[config.mk]
export PLATFORM = sky130hd
export DESIGN_NAME = csi_cluster_counter
export DESIGN_NICKNAME = d
export VERILOG_FILES = /design/src/rtl/csi_map_pkg.sv /design/src/rtl/csi_quad_count.sv /design/src/rtl/csi_cluster_counter.sv
export SDC_FILE = /design/constraint.sdc
export NUM_CORES = 1
export LEC_CHECK = 0
export ABC_CLOCK_PERIOD_IN_PS = 7600
export CELL_PAD_IN_SITES_DETAIL_PLACEMENT = 0
export CELL_PAD_IN_SITES_GLOBAL_PLACEMENT = 1
export CORE_UTILIZATION = 43
export DETAILED_ROUTE_END_ITERATION = 6
export HOLD_SLACK_MARGIN = 0.06
export PLACE_DENSITY = 0.84
export SLEW_MARGIN = 20
export SYNTH_ARGS = -nofsm -noshare
export SYNTH_HDL_FRONTEND = slang
export SYNTH_SLANG_ARGS = --single-unit
[constraint.sdc]
create_clock -name clk -period 7.6 [get_ports clk]
set_input_delay 0.76 -clock clk [delete_from_list [all_inputs] [get_ports clk]]
set_output_delay 0.76 -clock clk [all_outputs]
set_load 0.02 [all_outputs]
[src/rtl/csi_map_pkg.sv]
// Shared constants and types for the CsI hit-map cluster counter:
// map geometry, framing patterns, border mask and FSM state encoding.
package csi_map_pkg;

  localparam int MAPSIZE = 38;
  localparam int W       = MAPSIZE + 1;

  function automatic logic [W-1:0] alt_pat(input int phase);
    logic [W-1:0] p;
    p = '0;
    for (int i = 0; i < W; i++) p[i] = ((i % 2) == phase);
    return p;
  endfunction

  function automatic logic [W-1:0] col_mask();
    logic [W-1:0] m;
    m = '0;
    for (int i = 2; i <= MAPSIZE - 1; i++) m[i] = 1'b1;
    return m;
  endfunction

  localparam logic [W-1:0] HDR_PAT  = alt_pat(0);
  localparam logic [W-1:0] TRL_PAT  = alt_pat(1);
  localparam logic [W-1:0] COL_MASK = col_mask();

  localparam logic [5:0] PAIR_MAX  = 6'(MAPSIZE);
  localparam logic [5:0] PAIR_LAST = 6'(MAPSIZE - 1);

  typedef enum logic [1:0] {
    IDLE = 2'd0,
    ROWS = 2'd1,
    CALC = 2'd2
  } csi_state_e;

endpackage

[src/rtl/csi_quad_count.sv]
// Combinational 2x2 bit-quad classifier for one row pair: counts windows with
// one set bit, three set bits and diagonal patterns, plus row hit popcount.
module csi_quad_count
  import csi_map_pkg::*;
(
  input  logic [W-1:0] row_a_i,
  input  logic [W-1:0] row_b_i,
  input  logic         last_i,
  output logic [5:0]   n1_o,
  output logic [5:0]   n3_o,
  output logic [5:0]   nd_o,
  output logic [6:0]   hits_o
);

  logic [2:0] qsum;
  logic       diag;

  always_comb begin
    n1_o   = '0;
    n3_o   = '0;
    nd_o   = '0;
    hits_o = '0;
    qsum   = '0;
    diag   = 1'b0;
    for (int j = 0; j < MAPSIZE; j++) begin
      qsum = 3'(row_a_i[j]) + 3'(row_a_i[j+1]) + 3'(row_b_i[j]) + 3'(row_b_i[j+1]);
      diag = (row_a_i[j] & row_b_i[j+1] & ~row_a_i[j+1] & ~row_b_i[j]) |
             (row_a_i[j+1] & row_b_i[j] & ~row_a_i[j] & ~row_b_i[j+1]);
      n1_o = n1_o + 6'(qsum == 3'd1);
      n3_o = n3_o + 6'(qsum == 3'd3);
      nd_o = nd_o + 6'(diag);
    end
    // row_b is the next pair's row_a, so it only contributes on the final pair
    for (int i = 0; i < W; i++)
      hits_o = hits_o + 7'(row_a_i[i]) + 7'(last_i & row_b_i[i]);
  end

endmodule

[src/rtl/csi_cluster_counter.sv]
// Framed row-pair consumer computing hit count and Euler-number cluster count.
// CSI_CLUS_8CONN_EN selects 8-connectivity; default build uses 4-connectivity.
module csi_cluster_counter
  import csi_map_pkg::*;
#(
  parameter int CLUS_THR = 2
) (
  input  logic              clk,
  input  logic              reset,
  input  logic [W-1:0]      row_a,
  input  logic [W-1:0]      row_b,
  output logic [10:0]       hit_cnt,
  output logic signed [7:0] cluster_cnt,
  output logic              clus_trig,
  output logic              result_valid,
  output logic              frame_err
);

  localparam logic signed [7:0] THR8 = 8'(CLUS_THR);

  csi_state_e        state_q;
  logic [5:0]        pair_cnt_q;
  logic              v1_q;
  logic [5:0]        n1_q, n3_q, nd_q;
  logic [6:0]        hits_q;
  logic [11:0]       s1_q, s3_q, sd_q;
  logic [10:0]       hit_q;
  logic [10:0]       hit_cnt_q;
  logic signed [7:0] cluster_q;
  logic              trig_q, valid_q, err_q;

  logic              is_hdr, is_trl, row_a_on, row_b_on, pair_ok, last_pair;
  logic [W-1:0]      masked_a, masked_b;
  logic [5:0]        n1_d, n3_d, nd_d;
  logic [6:0]        hits_d;
  logic signed [13:0] e4_d;
  logic signed [11:0] clus_d;
  logic signed [7:0]  clus_sat_d;

  assign is_hdr    = (row_a == HDR_PAT) && (row_b == HDR_PAT);
  assign is_trl    = (row_a == TRL_PAT) && (row_b == TRL_PAT);
  assign row_a_on  = (pair_cnt_q >= 6'd2) && (pair_cnt_q <= PAIR_LAST);
  assign row_b_on  = (pair_cnt_q >= 6'd1) && (pair_cnt_q <= PAIR_LAST - 6'd1);
  assign masked_a  = row_a & COL_MASK & {W{row_a_on}};
  assign masked_b  = row_b & COL_MASK & {W{row_b_on}};
  assign last_pair = (pair_cnt_q == PAIR_LAST);
  assign pair_ok   = (state_q == ROWS) && !is_hdr && !is_trl && (pair_cnt_q < PAIR_MAX);

  csi_quad_count u_quad (
    .row_a_i (masked_a),
    .row_b_i (masked_b),
    .last_i  (last_pair),
    .n1_o    (n1_d),
    .n3_o    (n3_d),
    .nd_o    (nd_d),
    .hits_o  (hits_d)
  );

`ifdef CSI_CLUS_8CONN_EN
  assign e4_d = $signed({2'b00, s1_q}) - $signed({2'b00, s3_q}) - $signed({1'b0, sd_q, 1'b0});
`else
  assign e4_d = $signed({2'b00, s1_q}) - $signed({2'b00, s3_q}) + $signed({1'b0, sd_q, 1'b0});
`endif
  assign clus_d = e4_d[13:2];

  always_comb begin
    clus_sat_d = clus_d[7:0];
    if (clus_d > 12'sd127)        clus_sat_d = 8'sd127;
    else if (clus_d < -12'sd128)  clus_sat_d = -8'sd128;
  end

  always_ff @(posedge clk) begin
    if (reset) begin
      state_q    <= IDLE;
      pair_cnt_q <= '0;
      v1_q       <= 1'b0;
      n1_q       <= '0;
      n3_q       <= '0;
      nd_q       <= '0;
      hits_q     <= '0;
      s1_q       <= '0;
      s3_q       <= '0;
      sd_q       <= '0;
      hit_q      <= '0;
      hit_cnt_q  <= '0;
      cluster_q  <= '0;
      trig_q     <= 1'b0;
      valid_q    <= 1'b0;
      err_q      <= 1'b0;
    end else begin
      valid_q <= 1'b0;
      err_q   <= 1'b0;
      v1_q    <= pair_ok;
      n1_q    <= n1_d;
      n3_q    <= n3_d;
      nd_q    <= nd_d;
      hits_q  <= hits_d;
      if (v1_q) begin
        s1_q  <= s1_q + 12'(n1_q);
        s3_q  <= s3_q + 12'(n3_q);
        sd_q  <= sd_q + 12'(nd_q);
        hit_q <= hit_q + 11'(hits_q);
      end
      case (state_q)
        IDLE: begin
          if (is_hdr) begin
            state_q    <= ROWS;
            pair_cnt_q <= '0;
            s1_q <= '0; s3_q <= '0; sd_q <= '0; hit_q <= '0;
          end
        end
        ROWS: begin
          if (is_hdr) begin
            err_q      <= 1'b1;
            pair_cnt_q <= '0;
            s1_q <= '0; s3_q <= '0; sd_q <= '0; hit_q <= '0;
          end else if (is_trl) begin
            if (pair_cnt_q == PAIR_MAX) begin
              state_q <= CALC;
            end else begin
              err_q   <= 1'b1;
              state_q <= IDLE;
            end
          end else if (pair_cnt_q == PAIR_MAX) begin
            err_q   <= 1'b1;
            state_q <= IDLE;
          end else begin
            pair_cnt_q <= pair_cnt_q + 6'd1;
          end
        end
        CALC: begin
          // accumulators are complete here: the last pair drained on the trailer edge
          hit_cnt_q <= hit_q;
          cluster_q <= clus_sat_d;
          trig_q    <= (clus_sat_d >= THR8);
          valid_q   <= 1'b1;
          if (e4_d[1:0] != 2'b00) err_q <= 1'b1;
          if (is_hdr) begin
            state_q    <= ROWS;
            pair_cnt_q <= '0;
            s1_q <= '0; s3_q <= '0; sd_q <= '0; hit_q <= '0;
          end else begin
            state_q <= IDLE;
          end
        end
        default: state_q <= IDLE;
      endcase
    end
  end

  assign hit_cnt      = hit_cnt_q;
  assign cluster_cnt  = cluster_q;
  assign clus_trig    = trig_q;
  assign result_valid = valid_q;
  assign frame_err    = err_q;

endmodule

==> flow_summary.ini <==
[outcome]
status = finished, final reports clean

[worst_hold_path]
hold_path.startpoint = clus_trig$_SDFFE_PP0P_
hold_path.class = flop to flop

[final_layout]
fraction_of_final_layout_cells_with_drive_strength_greater_than_1_pct = 13.98
num-fill-cells = 3050
areaGrowthSynthToFinish_pct = 22.12
fin_cells = 2280
final_nets = 2268
most_frequent_cells_in_the_layout = inv_1 (247), fa_1 (177), ha_1 (162)
antennaDiodeCount = 0
layout_commonest_cell = inv_1
postLayoutCellArea_um2 = 17560
utilization_pct = 53.69

[critical_path]
worstPathMaxFanout = 7
slowest_delay_ns = 0.57
crit_slowest_cell = fa_1
worst_path_most_repeated_cell = fa_1
cp_data_arrival_time_ns = 7.66
crit_path_start = pair_cnt_q[0]$_SDFFE_PP0P_
critPathKind = flop to flop
regToRegStartpoint = pair_cnt_q[0]$_SDFFE_PP0P_
startpoint_type = flop
cp_top_family = adder cells
crit_path_end_kind = flop
critical_path.n_buffers_inverters = 7
required_ns = 7.84

[power]
power_frac_clock_pct = 39.9
vdd_ir_drop_max_mv = 0.07380
power_per_cell_area_nw_per_um2 = 65.85
switching_power_uw = 293.3
leakagePower_nw = 8.578
power.switching_fraction_pct = 25.37
power.share.sequential_pct = 46.6
pwr-share-comb_pct = 13.4
cellInternalPower_uw = 862.9

[logic_synthesis]
post_synth_instance_area_um2 = 14380
async_flop_share_pct = 0
synth-compound-area-share_pct = 9.094
synthXorXnorAreaFrac_pct = 3.716
post-synth-top-area-fraction_pct = 25.90
synth_enable_flop_cells = 0
synth-seq-cells = 103
synth_area_leaders = fa_1 (26%), ha_1 (15%), dfxtp_1 (14%)
number_of_synthesis_warnings = 0
synth_top_family_by_area = adder cells
synth_cell_type_count = 65
synth_top_area_cell = fa_1
synth_fa_ha_area_share_pct = 40.61
synth_seq_area_share_pct = 14.34
synthesis.nets = 2037
synth_flop_cell = dfxtp_1
post_synth_inst_count = 1602
synth.avg_cell_area_um2 = 8.975
area_fraction_in_and_or_nand_and_nor_cells_after_synthesis_pct = 22.26
synth_mux_area_share_pct = 2.245

[timing]
final_hold_viol_count = 0
setup-violations-final = 0
fin_worst_skew_ns = 0.01433
timing_max_transition_violations_final = 0
setup_ws_ns = 0.1802
max_freq_mhz = 134.8
holdWs_ns = 0.4802
final.min_clock_period_ns = 7.420
max-slew-margin-rel_pct = 31.71
worst_slew_pin_slew_ns = 1.010
rsz0062_at_grt = yes
final_min_period_over_clock_period_pct = 97.63

[global_routing]
grt_max_degree = 57
grt_pass1_vias = 12424
first_pass_grt_wire_length_mm = 64.52
groute.usage.overall_pct = 24.87
initial_antenna_violation_count = 0
grt_overflow = 0

[clock_tree]
cts_buffers = 9
clockBufferDepth = 2
worst_skew_late_latency_ns = 0.35
tritoncts = done
clock_slew_at_reported_path_ffs_ns = 0.07
clk_root_buffer_cell = clkbuf_16
cts_max_level = 3
cts_sinks = 103

[route]
drt_first_pass_iters = 5
total_number_of_vias = 12141
remaining_drc_errors = 0
avgRoutedWirePerCell_um = 18.30
final_antenna_net_count = 0
drt_first_iter_violations = 638
finalWirelength_mm = 41.72
route.detailed.vias_per_inst = 5.325

[flow_run]
max_cap_viol = 0

[die]
number_of_top_level_pins = 102
core_area_um2 = 32700
placementRows = 66
floorplan.initialDensity_pct = 43.97
floorplan.die.width_um = 184.9
die_area_um2 = 34170
chipHeight_um = 184.9

[placement]
io_buffers = 101
globalplace.congestion = 0.9624
dp_slack_ns = -0.1587
post-place-cells = 2256
half_perimeter_wire_length_of_the_detailed_placement_result_mm = 35.94
placed_cell_area_um2 = 16940
==> Yosys cell counts, types with 3 or more instances <==
master    count
o211ai_1      4
nor3b_1      28
a31oi_1      10
nand3_1      16
fa_1        186
and3_1       16
nor4bb_1     37
nand4_1      11
nand2b_1      5
nor4_1        9
mux2i_1      30
a21o_1       22
nor3_1       18
or3_1        12
nand4b_1     11
and4_1        4
a211oi_1     11
or3b_2       10
and3b_1       9
o311ai_0      4
o41ai_1       4
nor4b_1      13
nor2b_1      40
nor2_1      150
xnor2_1      38
o21a_1        3
and2_1       46
o21bai_1     15
clkbuf_1     29
buf_2         4
nand2_1      85
xor2_1       23
or4bb_1       3
buf_1         4
inv_1       258
dfxtp_1     103
or4_1         3
o31ai_1       3
nand3b_1     17
ha_1        169
a22oi_1       9
o21ai_0      35
a21oi_1      62
==> power groups by stage <==
stage	logic, mW	clock network (mW)	registers, mW
final	0.155	0.462	0.539
after global routing	0.161	0.495	0.539
after CTS	0.150	0.475	0.539
after detailed placement	0.149	0	0.552
after global placement	0.149	0	0.552
after floorplan	0.0353	0	0.552
==> logic make-up after synthesis <==
logic type,Yosys count
compound gates,202
xor+xnor,61
fa+ha+maj,355
buf+inv,295
flops,103
mux,32
simple gates,554
==> per-layer routing <==
layer,GRT usage [%],up-vias,part of all wire (%)
li1,-,5826,-
met1,30.64,5817,42
met2,43.25,382,48
met3,3.008,116,4.7
met4,11.54,0,5.1
met5,0,-,0
==> layout make-up <==
class	count	area (um2)	area share, %
clock buffer	11	252.7	1.439
tap	442	553.0	3.150
inverter	258	968.4	5.516
clock inverter	5	50.05	0.2850
sequential	103	2068	11.78
multi-input combinational	1204	11440	65.14
timing repair buffer	257	2228	12.69
==> what timing repair did <==
item	CTS	global route
buffers inserted	1	4
hold buffers	0	0
cloned	0	2
setup endpoints to repair	2	9
gates resized for setup	6	68
pin swaps	2	32
==> worst min-delay path, delay by kind of cell (launching register included) <==
kind	cells	cell delay [ns]
AND/OR/NAND/NOR	1	0.06
flip-flops	1	0.32
AO/OA/AOI/OAI	1	0.06
==> flip-flops by register name (all words and copies together), names as in the netlist <==
register      flops
result_valid      1
s1_q             12
s3_q             12
frame_err         1
hit_q            11
nd_q              6
hit_cnt          11
v1_q              1
hits_q            7
pair_cnt_q        6
n3_q              6
clus_trig         1
state_q           2
sd_q             12
cluster_cnt       8
n1_q              6
==> worst paths after layout <==
path                                               end  slack, ns  cells past startpoint
worst max register to register      n1_q[4]$_SDFF_PP0_       0.18                     29
worst max-delay path                n1_q[4]$_SDFF_PP0_       0.18                     29
worst min register to register  clus_trig$_SDFFE_PP0P_       0.48                      2
worst min-delay path            clus_trig$_SDFFE_PP0P_       0.48                      2
==> stage by stage <==
step	setup TNS (ns)	total power [mW]
floorplan	0	0.5871
global placement	-0.1243	0.7005
detailed placement	-0.1587	0.7011
CTS	0	1.164
global route	-0.09703	1.196
finish	0	1.156
No activity file was read; power rests on OpenSTA's default activity.
